File: config.mk
export PLATFORM = sky130hd
export DESIGN_NAME = mem_arbiter_flat
export DESIGN_NICKNAME = d
export VERILOG_FILES = /design/src/rtl/mem_arbiter_pkg.sv /design/src/rtl/mem_arbiter_if.sv /design/src/rtl/mem_arb_pick.sv /design/src/rtl/mem_arbiter.sv /design/src/flat_wrapper.sv
export SDC_FILE = /design/constraint.sdc
export NUM_CORES = 1
export LEC_CHECK = 0
export CAP_MARGIN = 20
export CORE_AREA = 2 2 125 91
export CTS_BUF_LIST = sky130_fd_sc_hd__clkbuf_4 sky130_fd_sc_hd__clkbuf_8
export CTS_CLUSTER_DIAMETER = 150
export DETAILED_ROUTE_END_ITERATION = 8
export DIE_AREA = 0 0 127 93
export GPL_ROUTABILITY_DRIVEN = 0
export PLACE_DENSITY_LB_ADDON = 0.08
export SLEW_MARGIN = 10
export SYNTH_ARGS = -nofsm -noshare
export SYNTH_HDL_FRONTEND = slang
export SYNTH_SLANG_ARGS = --single-unit
File: constraint.sdc
create_clock -name clk -period 7.6 [get_ports clk]
set_input_delay 1.52 -clock clk [delete_from_list [all_inputs] [get_ports clk]]
set_output_delay 1.52 -clock clk [all_outputs]
set_load 0.05 [all_outputs]
File: src/rtl/mem_arbiter_pkg.sv
// Shared codes and state type for the memory-controller arbiter.
// Optional IF-starvation aging is enabled by defining MEM_ARB_AGING_EN.
package mem_arbiter_pkg;

   localparam logic [1:0] MC_KIND_NONE  = 2'b00;
   localparam logic [1:0] MC_KIND_IF    = 2'b01;
   localparam logic [1:0] MC_KIND_LOAD  = 2'b10;
   localparam logic [1:0] MC_KIND_STORE = 2'b11;

   localparam logic [1:0] SIZE_BYTE = 2'b01;
   localparam logic [1:0] SIZE_HALF = 2'b10;
   localparam logic [1:0] SIZE_WORD = 2'b11;

   // addr[17:16] of the memory-mapped UART window
   localparam logic [1:0] IO_ADDR_HI = 2'b11;

   typedef enum logic [1:0] {
      ST_IDLE,
      ST_ISSUE,
      ST_WAIT,
      ST_DRAIN
   } arb_state_e;

   function automatic logic is_io_addr(input logic [1:0] addr_hi);
      return addr_hi == IO_ADDR_HI;
   endfunction

endpackage

File: src/rtl/mem_arbiter_if.sv
// Requester and memory-controller bus of the arbiter.
// slave = arbiter view, master = requesters plus downstream controller.
interface mem_arbiter_if #(
   parameter int ADDR_W = 32,
   parameter int DATA_W = 32
);
   logic              if_req;
   logic [ADDR_W-1:0] if_addr;
   logic              if_done;

   logic              lsb_req;
   logic              lsb_rw;
   logic [1:0]        lsb_size;
   logic [ADDR_W-1:0] lsb_addr;
   logic [DATA_W-1:0] lsb_wdata;
   logic              lsb_done;
   logic [DATA_W-1:0] lsb_rdata;

   logic              mc_valid;
   logic [1:0]        mc_kind;
   logic [ADDR_W-1:0] mc_addr;
   logic [1:0]        mc_size;
   logic [DATA_W-1:0] mc_wdata;
   logic              mc_accept;
   logic              mc_done;
   logic [DATA_W-1:0] mc_rdata;

   modport slave (
      input  if_req, if_addr,
      output if_done,
      input  lsb_req, lsb_rw, lsb_size, lsb_addr, lsb_wdata,
      output lsb_done, lsb_rdata,
      output mc_valid, mc_kind, mc_addr, mc_size, mc_wdata,
      input  mc_accept, mc_done, mc_rdata
   );

   modport master (
      output if_req, if_addr,
      input  if_done,
      output lsb_req, lsb_rw, lsb_size, lsb_addr, lsb_wdata,
      input  lsb_done, lsb_rdata,
      input  mc_valid, mc_kind, mc_addr, mc_size, mc_wdata,
      output mc_accept, mc_done, mc_rdata
   );

endinterface

File: src/rtl/mem_arb_pick.sv
// Combinational request picker: STORE > LOAD > IF, with a starved IF
// allowed to jump ahead of a LOAD (never ahead of an unblocked STORE).
module mem_arb_pick
   import mem_arbiter_pkg::*;
(
   input  logic       if_req_i,
   input  logic       lsb_req_i,
   input  logic       lsb_rw_i,
   input  logic [1:0] lsb_size_i,
   input  logic [1:0] lsb_addr_hi_i,
   input  logic       io_buffer_full_i,
   input  logic       roll_back_i,
   input  logic       if_starved_i,
   output logic [1:0] grant_kind_o
);

   logic size_ok;
   logic store_ok;
   logic load_ok;

   always_comb begin
      size_ok  = (lsb_size_i == SIZE_BYTE) || (lsb_size_i == SIZE_HALF) ||
                 (lsb_size_i == SIZE_WORD);
      // a store to the UART window waits while the UART cannot take it
      store_ok = lsb_req_i && lsb_rw_i && size_ok &&
                 !(is_io_addr(lsb_addr_hi_i) && io_buffer_full_i);
      load_ok  = lsb_req_i && !lsb_rw_i && size_ok && !roll_back_i;

      grant_kind_o = MC_KIND_NONE;
      if (store_ok) begin
         grant_kind_o = MC_KIND_STORE;
      end else if (if_req_i && if_starved_i) begin
         grant_kind_o = MC_KIND_IF;
      end else if (load_ok) begin
         grant_kind_o = MC_KIND_LOAD;
      end else if (if_req_i) begin
         grant_kind_o = MC_KIND_IF;
      end
   end

endmodule

File: src/rtl/mem_arbiter.sv
// Shares the byte-serial memory controller between IF refill, LSB load and LSB store.
// Define MEM_ARB_AGING_EN to stop IF starving behind a stream of LSB grants.
module mem_arbiter
   import mem_arbiter_pkg::*;
#(
   parameter int ADDR_W       = 32,
   parameter int DATA_W       = 32,
   parameter int STARVE_LIMIT = 4,
   parameter int CNT_W        = 3
) (
   input  logic         clk,
   input  logic         rst_in_n,
   input  logic         rdy_in,
   input  logic         roll_back,
   input  logic         io_buffer_full,
   mem_arbiter_if.slave bus
);

   // reset asserts immediately but leaves on a clock edge
   logic rst_meta_q;
   logic rst_n_q;

   always_ff @(posedge clk or negedge rst_in_n) begin
      if (!rst_in_n) begin
         rst_meta_q <= 1'b0;
         rst_n_q    <= 1'b0;
      end else begin
         rst_meta_q <= 1'b1;
         rst_n_q    <= rst_meta_q;
      end
   end

   arb_state_e        state_q, state_d;
   logic [1:0]        kind_q, kind_d;
   logic [ADDR_W-1:0] addr_q, addr_d;
   logic [1:0]        size_q, size_d;
   logic [DATA_W-1:0] wdata_q, wdata_d;
   logic              mc_valid_q, mc_valid_d;
   logic              if_done_q, if_done_d;
   logic              lsb_done_q, lsb_done_d;
   logic [DATA_W-1:0] rdata_q, rdata_d;

   logic [1:0] grant_kind;
   logic       grant_fire;
   logic       if_starved;
   logic       squash;

   mem_arb_pick u_pick (
      .if_req_i         (bus.if_req),
      .lsb_req_i        (bus.lsb_req),
      .lsb_rw_i         (bus.lsb_rw),
      .lsb_size_i       (bus.lsb_size),
      .lsb_addr_hi_i    (bus.lsb_addr[17:16]),
      .io_buffer_full_i (io_buffer_full),
      .roll_back_i      (roll_back),
      .if_starved_i     (if_starved),
      .grant_kind_o     (grant_kind)
   );

   // requesters drop their level request during the done pulse, so skip that cycle
   assign grant_fire = (state_q == ST_IDLE) && !if_done_q && !lsb_done_q &&
                       (grant_kind != MC_KIND_NONE);
   assign squash     = roll_back && (kind_q == MC_KIND_LOAD);

   always_comb begin
      state_d    = state_q;
      kind_d     = kind_q;
      addr_d     = addr_q;
      size_d     = size_q;
      wdata_d    = wdata_q;
      mc_valid_d = mc_valid_q;
      if_done_d  = 1'b0;
      lsb_done_d = 1'b0;
      rdata_d    = rdata_q;

      unique case (state_q)
         ST_IDLE: begin
            if (grant_fire) begin
               state_d    = ST_ISSUE;
               mc_valid_d = 1'b1;
               kind_d     = grant_kind;
               if (grant_kind == MC_KIND_IF) begin
                  addr_d  = bus.if_addr;
                  size_d  = SIZE_WORD;
                  wdata_d = '0;
               end else begin
                  addr_d  = bus.lsb_addr;
                  size_d  = bus.lsb_size;
                  wdata_d = bus.lsb_wdata;
               end
            end
         end
         ST_ISSUE: begin
            if (squash) begin
               // a load taken in the same cycle is already in flight and must be drained
               mc_valid_d = 1'b0;
               state_d    = bus.mc_accept ? ST_DRAIN : ST_IDLE;
            end else if (bus.mc_accept) begin
               mc_valid_d = 1'b0;
               state_d    = ST_WAIT;
            end
         end
         ST_WAIT: begin
            if (bus.mc_done) begin
               state_d = ST_IDLE;
               if (!squash) begin
                  case (kind_q)
                     MC_KIND_IF: if_done_d = 1'b1;
                     MC_KIND_LOAD: begin
                        lsb_done_d = 1'b1;
                        rdata_d    = bus.mc_rdata;
                     end
                     MC_KIND_STORE: lsb_done_d = 1'b1;
                     default: ;
                  endcase
               end
            end else if (squash) begin
               state_d = ST_DRAIN;
            end
         end
         ST_DRAIN: begin
            if (bus.mc_done) begin
               state_d = ST_IDLE;
            end
         end
         default: state_d = ST_IDLE;
      endcase

      if (state_d == ST_IDLE) begin
         kind_d = MC_KIND_NONE;
      end
   end

   always_ff @(posedge clk or negedge rst_n_q) begin
      if (!rst_n_q) begin
         state_q    <= ST_IDLE;
         kind_q     <= MC_KIND_NONE;
         addr_q     <= '0;
         size_q     <= '0;
         wdata_q    <= '0;
         mc_valid_q <= 1'b0;
         if_done_q  <= 1'b0;
         lsb_done_q <= 1'b0;
         rdata_q    <= '0;
      end else if (rdy_in) begin
         state_q    <= state_d;
         kind_q     <= kind_d;
         addr_q     <= addr_d;
         size_q     <= size_d;
         wdata_q    <= wdata_d;
         mc_valid_q <= mc_valid_d;
         if_done_q  <= if_done_d;
         lsb_done_q <= lsb_done_d;
         rdata_q    <= rdata_d;
      end
   end

`ifdef MEM_ARB_AGING_EN
   localparam logic [CNT_W-1:0] STARVE_MAX = CNT_W'(STARVE_LIMIT);

   logic [CNT_W-1:0] starve_q, starve_d;

   // counts LSB grants that overtook a waiting IF; saturates at the limit
   always_comb begin
      starve_d = starve_q;
      if (!bus.if_req) begin
         starve_d = '0;
      end else if (grant_fire && (grant_kind == MC_KIND_IF)) begin
         starve_d = '0;
      end else if (grant_fire && (starve_q != STARVE_MAX)) begin
         starve_d = starve_q + 1'b1;
      end
   end

   always_ff @(posedge clk or negedge rst_n_q) begin
      if (!rst_n_q) begin
         starve_q <= '0;
      end else if (rdy_in) begin
         starve_q <= starve_d;
      end
   end

   assign if_starved = (starve_q >= STARVE_MAX);
`else
   assign if_starved = 1'b0;
`endif

   assign bus.mc_valid  = mc_valid_q;
   assign bus.mc_kind   = kind_q;
   assign bus.mc_addr   = addr_q;
   assign bus.mc_size   = size_q;
   assign bus.mc_wdata  = wdata_q;
   assign bus.if_done   = if_done_q;
   assign bus.lsb_done  = lsb_done_q;
   assign bus.lsb_rdata = rdata_q;

endmodule

File: src/flat_wrapper.sv
// flat-port wrapper written by rule: the top's interface ports become plain ports
module mem_arbiter_flat import mem_arbiter_pkg::*;
#(
   parameter int ADDR_W       = 32,
   parameter int DATA_W       = 32,
   parameter int STARVE_LIMIT = 4,
   parameter int CNT_W        = 3
)
  (clk, rst_in_n, rdy_in, roll_back, io_buffer_full, bus_if_req, bus_if_addr, bus_if_done, bus_lsb_req, bus_lsb_rw, bus_lsb_size, bus_lsb_addr, bus_lsb_wdata, bus_lsb_done, bus_lsb_rdata, bus_mc_valid, bus_mc_kind, bus_mc_addr, bus_mc_size, bus_mc_wdata, bus_mc_accept, bus_mc_done, bus_mc_rdata);
  mem_arbiter_if #(.ADDR_W(ADDR_W), .DATA_W(DATA_W)) bus_i ();
  input  logic clk;
  input  logic rst_in_n;
  input  logic rdy_in;
  input  logic roll_back;
  input  logic io_buffer_full;
  input wire logic [$bits(bus_i.if_req)-1:0] bus_if_req;
  input wire logic [$bits(bus_i.if_addr)-1:0] bus_if_addr;
  output wire logic [$bits(bus_i.if_done)-1:0] bus_if_done;
  input wire logic [$bits(bus_i.lsb_req)-1:0] bus_lsb_req;
  input wire logic [$bits(bus_i.lsb_rw)-1:0] bus_lsb_rw;
  input wire logic [$bits(bus_i.lsb_size)-1:0] bus_lsb_size;
  input wire logic [$bits(bus_i.lsb_addr)-1:0] bus_lsb_addr;
  input wire logic [$bits(bus_i.lsb_wdata)-1:0] bus_lsb_wdata;
  output wire logic [$bits(bus_i.lsb_done)-1:0] bus_lsb_done;
  output wire logic [$bits(bus_i.lsb_rdata)-1:0] bus_lsb_rdata;
  output wire logic [$bits(bus_i.mc_valid)-1:0] bus_mc_valid;
  output wire logic [$bits(bus_i.mc_kind)-1:0] bus_mc_kind;
  output wire logic [$bits(bus_i.mc_addr)-1:0] bus_mc_addr;
  output wire logic [$bits(bus_i.mc_size)-1:0] bus_mc_size;
  output wire logic [$bits(bus_i.mc_wdata)-1:0] bus_mc_wdata;
  input wire logic [$bits(bus_i.mc_accept)-1:0] bus_mc_accept;
  input wire logic [$bits(bus_i.mc_done)-1:0] bus_mc_done;
  input wire logic [$bits(bus_i.mc_rdata)-1:0] bus_mc_rdata;
  assign bus_i.if_req = bus_if_req;
  assign bus_i.if_addr = bus_if_addr;
  assign bus_if_done = bus_i.if_done;
  assign bus_i.lsb_req = bus_lsb_req;
  assign bus_i.lsb_rw = bus_lsb_rw;
  assign bus_i.lsb_size = bus_lsb_size;
  assign bus_i.lsb_addr = bus_lsb_addr;
  assign bus_i.lsb_wdata = bus_lsb_wdata;
  assign bus_lsb_done = bus_i.lsb_done;
  assign bus_lsb_rdata = bus_i.lsb_rdata;
  assign bus_mc_valid = bus_i.mc_valid;
  assign bus_mc_kind = bus_i.mc_kind;
  assign bus_mc_addr = bus_i.mc_addr;
  assign bus_mc_size = bus_i.mc_size;
  assign bus_mc_wdata = bus_i.mc_wdata;
  assign bus_i.mc_accept = bus_mc_accept;
  assign bus_i.mc_done = bus_mc_done;
  assign bus_i.mc_rdata = bus_mc_rdata;
  mem_arbiter #(.ADDR_W(ADDR_W), .DATA_W(DATA_W), .STARVE_LIMIT(STARVE_LIMIT), .CNT_W(CNT_W)) u_core (.clk(clk), .rst_in_n(rst_in_n), .rdy_in(rdy_in), .roll_back(roll_back), .io_buffer_full(io_buffer_full), .bus(bus_i));
endmodule
# Word level (Yosys, flattened, before mapping)
# Cells that the tools add are included.
# W data, S select, Z words.
dict set report op_classes {
  bitwise 1
  eq_ne 13
  n_reduce_logical 29
  muxes 29
}
# cell count
set ops {}
lappend ops {{$mux W32} 2}
lappend ops {{$mux W2} 13}
lappend ops {{$eq A2 B2 Y1 const B} 7}
lappend ops {{$mux W1} 12}
lappend ops {{$logic_and A1 B1 Y1} 11}
lappend ops {{$eq A2 B1 Y1 const B} 4}
lappend ops {{$pmux W2 S4} 1}
lappend ops {{$reduce_bool A2 Y1} 4}
lappend ops {{$reduce_and A3 Y1} 2}
lappend ops {{$logic_not A1 Y1} 5}
lappend ops {{$reduce_and A5 Y1} 1}
lappend ops {{$logic_not A2 Y1} 2}
lappend ops {{$reduce_and A4 Y1} 1}
lappend ops {{$ne A3 B2 Y1 const B} 1}
lappend ops {{$logic_or A1 B1 Y1} 2}
lappend ops {{$ne A2 B1 Y1 const B} 1}
lappend ops {{$pmux W1 S2} 1}
lappend ops {{$reduce_or A2 Y1} 1}
lappend ops {{$not A1 Y1} 1}
dict set report totals {
  input_bits 140
  elab_cells 83
  output_inout_bits 103
  ff_bits 107
}

# Longest topological paths before layout
dict set report depth {
  ltp_word 14
  ltp_mapped 6
  ltp_nobuf 4
}

# By module
# Synthesis repeated with hierarchy kept, for this count alone.
dict set report unflattened {
  cells_unflattened 379
  area_unflattened_um2 4754.6
}
# mod cells_each area_each_um2 n_inst seq_area_each_um2
set modules_own_cells {}
lappend modules_own_cells {mem_arbiter 371 4699.5 1 2677.6}
lappend modules_own_cells {mem_arb_pick 8 55.1 1 0.0}

# Worst setup path after synthesis
# OpenSTA, ideal clock, no wires.
dict set report synth_path {
  path_kind {input -> register}
  start {input port bus_lsb_size[0]}
  end {register u_core.state_q[0]}
  n_path_buf 1
  setup_time_ns 0.139
  required_ns 7.461
  path_stages 5
  path_slack_ns 4.782
  arrival_ns 2.679
  cell_sequence {o21ai_0 -> nor3_1 -> o21ai_1 -> buf_2 -> o221ai_1}
}
dict set report synth_between {
  elab_chain_cells 11
  word_cells_on_any_way 15
  cone_classes {eq/ne (3); mux (4); reduce/logical (8)}
}
# element line_no
set synth_rtl {}
lappend synth_rtl {{start, declared} flat_wrapper.sv:21} ;# input wire logic [$bits(bus_i.lsb_size)-1:0] bus_lsb_size;
lappend synth_rtl {{$eq A2 B1 Y1 or $eq A2 B2 Y1 (tied branches)} mem_arb_pick.sv:22} ;# size_ok = (lsb_size_i == SIZE_BYTE) || (lsb_size_i == SIZE_HALF) ||
lappend synth_rtl {{$logic_or A1 B1 Y1} mem_arb_pick.sv:22}
lappend synth_rtl {{$logic_or A1 B1 Y1 *} mem_arb_pick.sv:22}
lappend synth_rtl {{$logic_and A1 B1 Y1 (2 in a row)} mem_arb_pick.sv:27} ;# load_ok = lsb_req_i && !lsb_rw_i && size_ok && !roll_back_i;
lappend synth_rtl {{$mux W2} mem_arb_pick.sv:34} ;# end else if (load_ok) begin
lappend synth_rtl {{$mux W2 *} mem_arb_pick.sv:30} ;# if (store_ok) begin
lappend synth_rtl {{$reduce_bool A2 Y1 *} mem_arbiter.sv:62} ;# (grant_kind != MC_KIND_NONE);
lappend synth_rtl {{$logic_and A1 B1 Y1 *} mem_arbiter.sv:61} ;# assign grant_fire = (state_q == ST_IDLE) && !if_done_q && !lsb_done_q &&
lappend synth_rtl {{$mux W2 *} mem_arbiter.sv:78} ;# if (grant_fire) begin
lappend synth_rtl {{$pmux W2 S4 *} mem_arbiter.sv:76} ;# unique case (state_q)
lappend synth_rtl {{end signal, assigned} mem_arbiter.sv:146} ;# state_q <= state_d;
lappend synth_rtl {{end, declared} mem_arbiter.sv:33} ;# arb_state_e state_q, state_d;
# Every way passes the cells marked *; elsewhere a longest branch is shown, timed or not.
# A chain may end at the register's enable or synchronous reset.

# Worst setup path after layout
dict set report layout_path {
  start {input port rdy_in}
  end {register u_core.size_q[1], in the netlist u_core.bus.mc_size[1]}
}
dict set report layout_between {
  elab_chain_cells 1
}
# element line_no
set layout_rtl {}
lappend layout_rtl {{start, declared} flat_wrapper.sv:13} ;# input logic rdy_in;
lappend layout_rtl {{$reduce_and A3 Y1 (no source line)} -}
lappend layout_rtl {{end signal, assigned} mem_arbiter.sv:149} ;# size_q <= size_d;
lappend layout_rtl {{end, declared} mem_arbiter.sv:36} ;# logic [1:0] size_q, size_d;
# No other way between the ends.

==> impl_results.md <==
* Slowest CP cell: o21a_2
* Die Y at 93 um
* # hold bufs at CTS at 0
* CP bufs+invs at 3
* Vias in the first global route at 3678
* Fmax at between 200 and 300 MHz
* Nets@finish at just under 700
* Power Dens Cells at 409 nW/um2
* Register area share after synthesis at around three fifths
* CTS Buffer Depth at 2
* Area share of the largest cell type after synthesis at between 50% and 60%
* Critical-path cell list: clkdlybuf4s50_1 > inv_1 > nor3_4 > buf_4 > o21a_2 > o22a_1
* Syn-to-layout area delta at 61.0%
* WHS at ~0.20 ns
* Final Hold Fails at 0
* CORE AREA at between 10000 and 15000 um2
* Worst EP required at between 7 and 8 ns
* First DRT Iteration DRCs at around 170
* CP top delay family: buffers and inverters
* Switching Fraction at between 40 and 50%
* Type of origin of the critical path: input pin
* Comb pwr share at roughly 56%
* Ys flop type: dfrtp_1
* Vias at about 3.5k
* FF-to-FF setup slack at about 5 ns
* Initial antenna violation count at 0
* Total GRT Usage at between 20% and 30%
* Routed length per instance at ~18 um
* GRT Residual Overflow at 0
* Max Cap Violations at 0
* Post-DRT Antenna Nets at 0
* Total Wirelength at 12300 um
* Setup WS post-layout at between 3 and 4 ns
* Status: completed
* Clock Tree Root: clkbuf_8
* Register share of total power at between 30% and 40%
* Pleak at about 3.2 nW
* Clock Power Share at about an eighth
* Detail Placement HPWL at roughly 8800 um
* Sw Pwr at around 1.4 mW
* Skew-Pair Late Insertion Delay at about 0.37 ns
* VDD IR-drop max at roughly 0.25 mV
* Setup TNS at 0 ns
* Die area at approximately 12000 um2
* #FFs+latches synth at between 100 and 150
* Final period util at between 50% and 60%
* First-pass GRT wire length at about 19000 um
* Leading area contributor after synthesis: dfrtp_1
* First-pass detailed-route iteration total at 4
* R2r startpoint: u_core.state_q[1]
* Commonest cells in the netlist: dfrtp_1, a22o_1, o22ai_1, a2bb2oi_2, mux2_4
* Syn Area/Cell at roughly 15 um2
* Ports at 243
* Fraction of registers with async set/reset at between 90% and 100%
* Largest net degree at the start of global routing at between 80 and 90
* Ys Warns at 0
* H-tree Lvls at 3
* Worst Hold Class: reg2async
* Starting density of the core at 42.8%
* CTS tree: done
* Share of cells above drive strength 1 at about 17%
* Worst reg2reg endpoint: u_core.bus.mc_size[1]
* GR peak layer: met2
* CTS clk-pin slew, worst paths at 0.11 ns
* Die Wd at roughly 130 um
* CP Class: in2reg
* RSZ-0062 raised after global routing: false
* Cell variety after synth at 39
* PortBufs at 242
* Critical Path AT at around 4.1 ns
* Minimum clock period at between 3 and 4 ns
* # Post-CTS Setup Buffers at 0
* GRT met3 Usage at under 10%
* Worst Max-Slew Pin Slew at between 1 and 1.5 ns
* DRC Markers at 0
* Top cells by area, synth: dfrtp_1, a2bb2oi_2, mux2_4
* M2 GR Usage at 33.8%
* Worst Path Max Fanout at 37
* Synth Instances at ~310
* Fillers at just under 800
* Synth Net Count at roughly 450
* Final count of pins violating max slew at 0
* Vias per cell at about 5.2
* Clk_skew at between 0.015 and 0.02 ns
* Crit. End Element: flop
* FP Rows at 32
* Critical Path Max Stage Delay at approximately 0.9 ns
* Rel. slew slack at around a third
* Post-synth EDFFs at 0
* Top-count cell post-synth: dfrtp_1
* Met1 usage at 28.0%
* CTS sink cnt at roughly 110
* TritonCTS Buffers at 9
* Worst slack, placed at around 3.2 ns
* Pint at about 1.6 mW
* Antenna Cells at 0
* Mapped cell area at approximately 4600 um2
* Post-cts resize count at 0
* R2R depth at 5
* Setup violations, final at 0
==> per-layer routing <==
metal  routed length (um)  share of wire, %
met5                    0                 0
met4                  143               1.2
met3                  933               7.6
met2                 5750                47
met1                 5480                45
==> logic make-up (layout without fill, tap and decap cells) <==
| logic type | after synthesis | in the layout | synth area share [%] |
|---|---|---|---|
| other | 1 | 1 | 0.0822 |
| AND/OR/NAND/NOR | 27 | 27 | 3.51 |
| buffers and inverters | 27 | 267 | 3.60 |
| flip-flops | 107 | 107 | 58.7 |
| AO/OA/AOI/OAI | 113 | 113 | 23.7 |
| multiplexers | 32 | 32 | 10.4 |
==> per-stage QoR <==
step	utilization [%]	std cells	total power, mW	instance area [um2]
final	68.9	683	3.00	7340
after global routing	68.9	683	3.12	7340
after CTS	68.2	679	3.02	7260
after detailed placement	66.1	663	2.62	7040
after global placement	66.1	663	2.60	7040
after floorplan	-	307	2.04	4560
==> sequential cells by signal (all words and copies together) (netlist names) <==
signal	cells
u_core.bus.lsb_rdata	32
u_core.bus.mc_addr	32
u_core.bus.mc_wdata	32
u_core.bus.mc_kind	2
u_core.bus.mc_size	2
u_core.state_q	2
u_core.bus.if_done	1
u_core.bus.lsb_done	1
u_core.bus.mc_valid	1
u_core.rst_meta_q	1
u_core.rst_n_q	1
==> cell type report <==
class / instances / area [um2] / area share [%]
flip-flops and latches: 107 / 2680 / 36.5
repair buffers: 249 / 2520 / 34.4
multi-input cells: 173 / 1730 / 23.6
clock buffers: 11 / 145 / 1.98
clock inverters: 5 / 82.6 / 1.12
inverters: 2 / 7.51 / 0.102
well taps: 136 / 170 / 2.32
==> worst max-delay path by stage <==
stage / cells past startpoint / startpoint / to / slack, ns
floorplan: 0 / u_core.rst_n_q / u_core.bus.if_done / 4.40
global placement: 6 / rdy_in / u_core.bus.mc_wdata[15] / 3.39
CTS: 6 / rdy_in / u_core.bus.mc_wdata[12] / 3.64
detailed placement: 6 / rdy_in / u_core.bus.mc_wdata[31] / 3.25
global route: 6 / rdy_in / u_core.bus.mc_size[1] / 3.62
finish: 6 / rdy_in / u_core.bus.mc_size[1] / 3.78
==> cells in the final DEF, fill, tap and decap left out, drive strengths merged, types with 3 or more instances in the layout <==
master and count:
a22o 33, a2bb2oi 32, buf 7, clkbuf 11
clkdlybuf4s50 242, dfrtp 107, inv 4, mux2 32
nand2 9, nor2b 3, nor3 3, o21ai 3
o22ai 32, or3 3
==> power by group through the flow <==
| stage | Clock, mW | Combinational (mW) | Sequential (mW) |
|---|---|---|---|
| 6_report | 0.395 | 1.68 | 0.928 |
| 5_1_grt | 0.428 | 1.74 | 0.955 |
| 4_1_cts | 0.406 | 1.69 | 0.928 |
| 3_5_place_dp | 0 | 1.68 | 0.935 |
| 3_3_place_gp | 0 | 1.67 | 0.932 |
| 2_1_floorplan | 0 | 0.387 | 1.65 |
No activity file was read; power rests on OpenSTA's default activity.
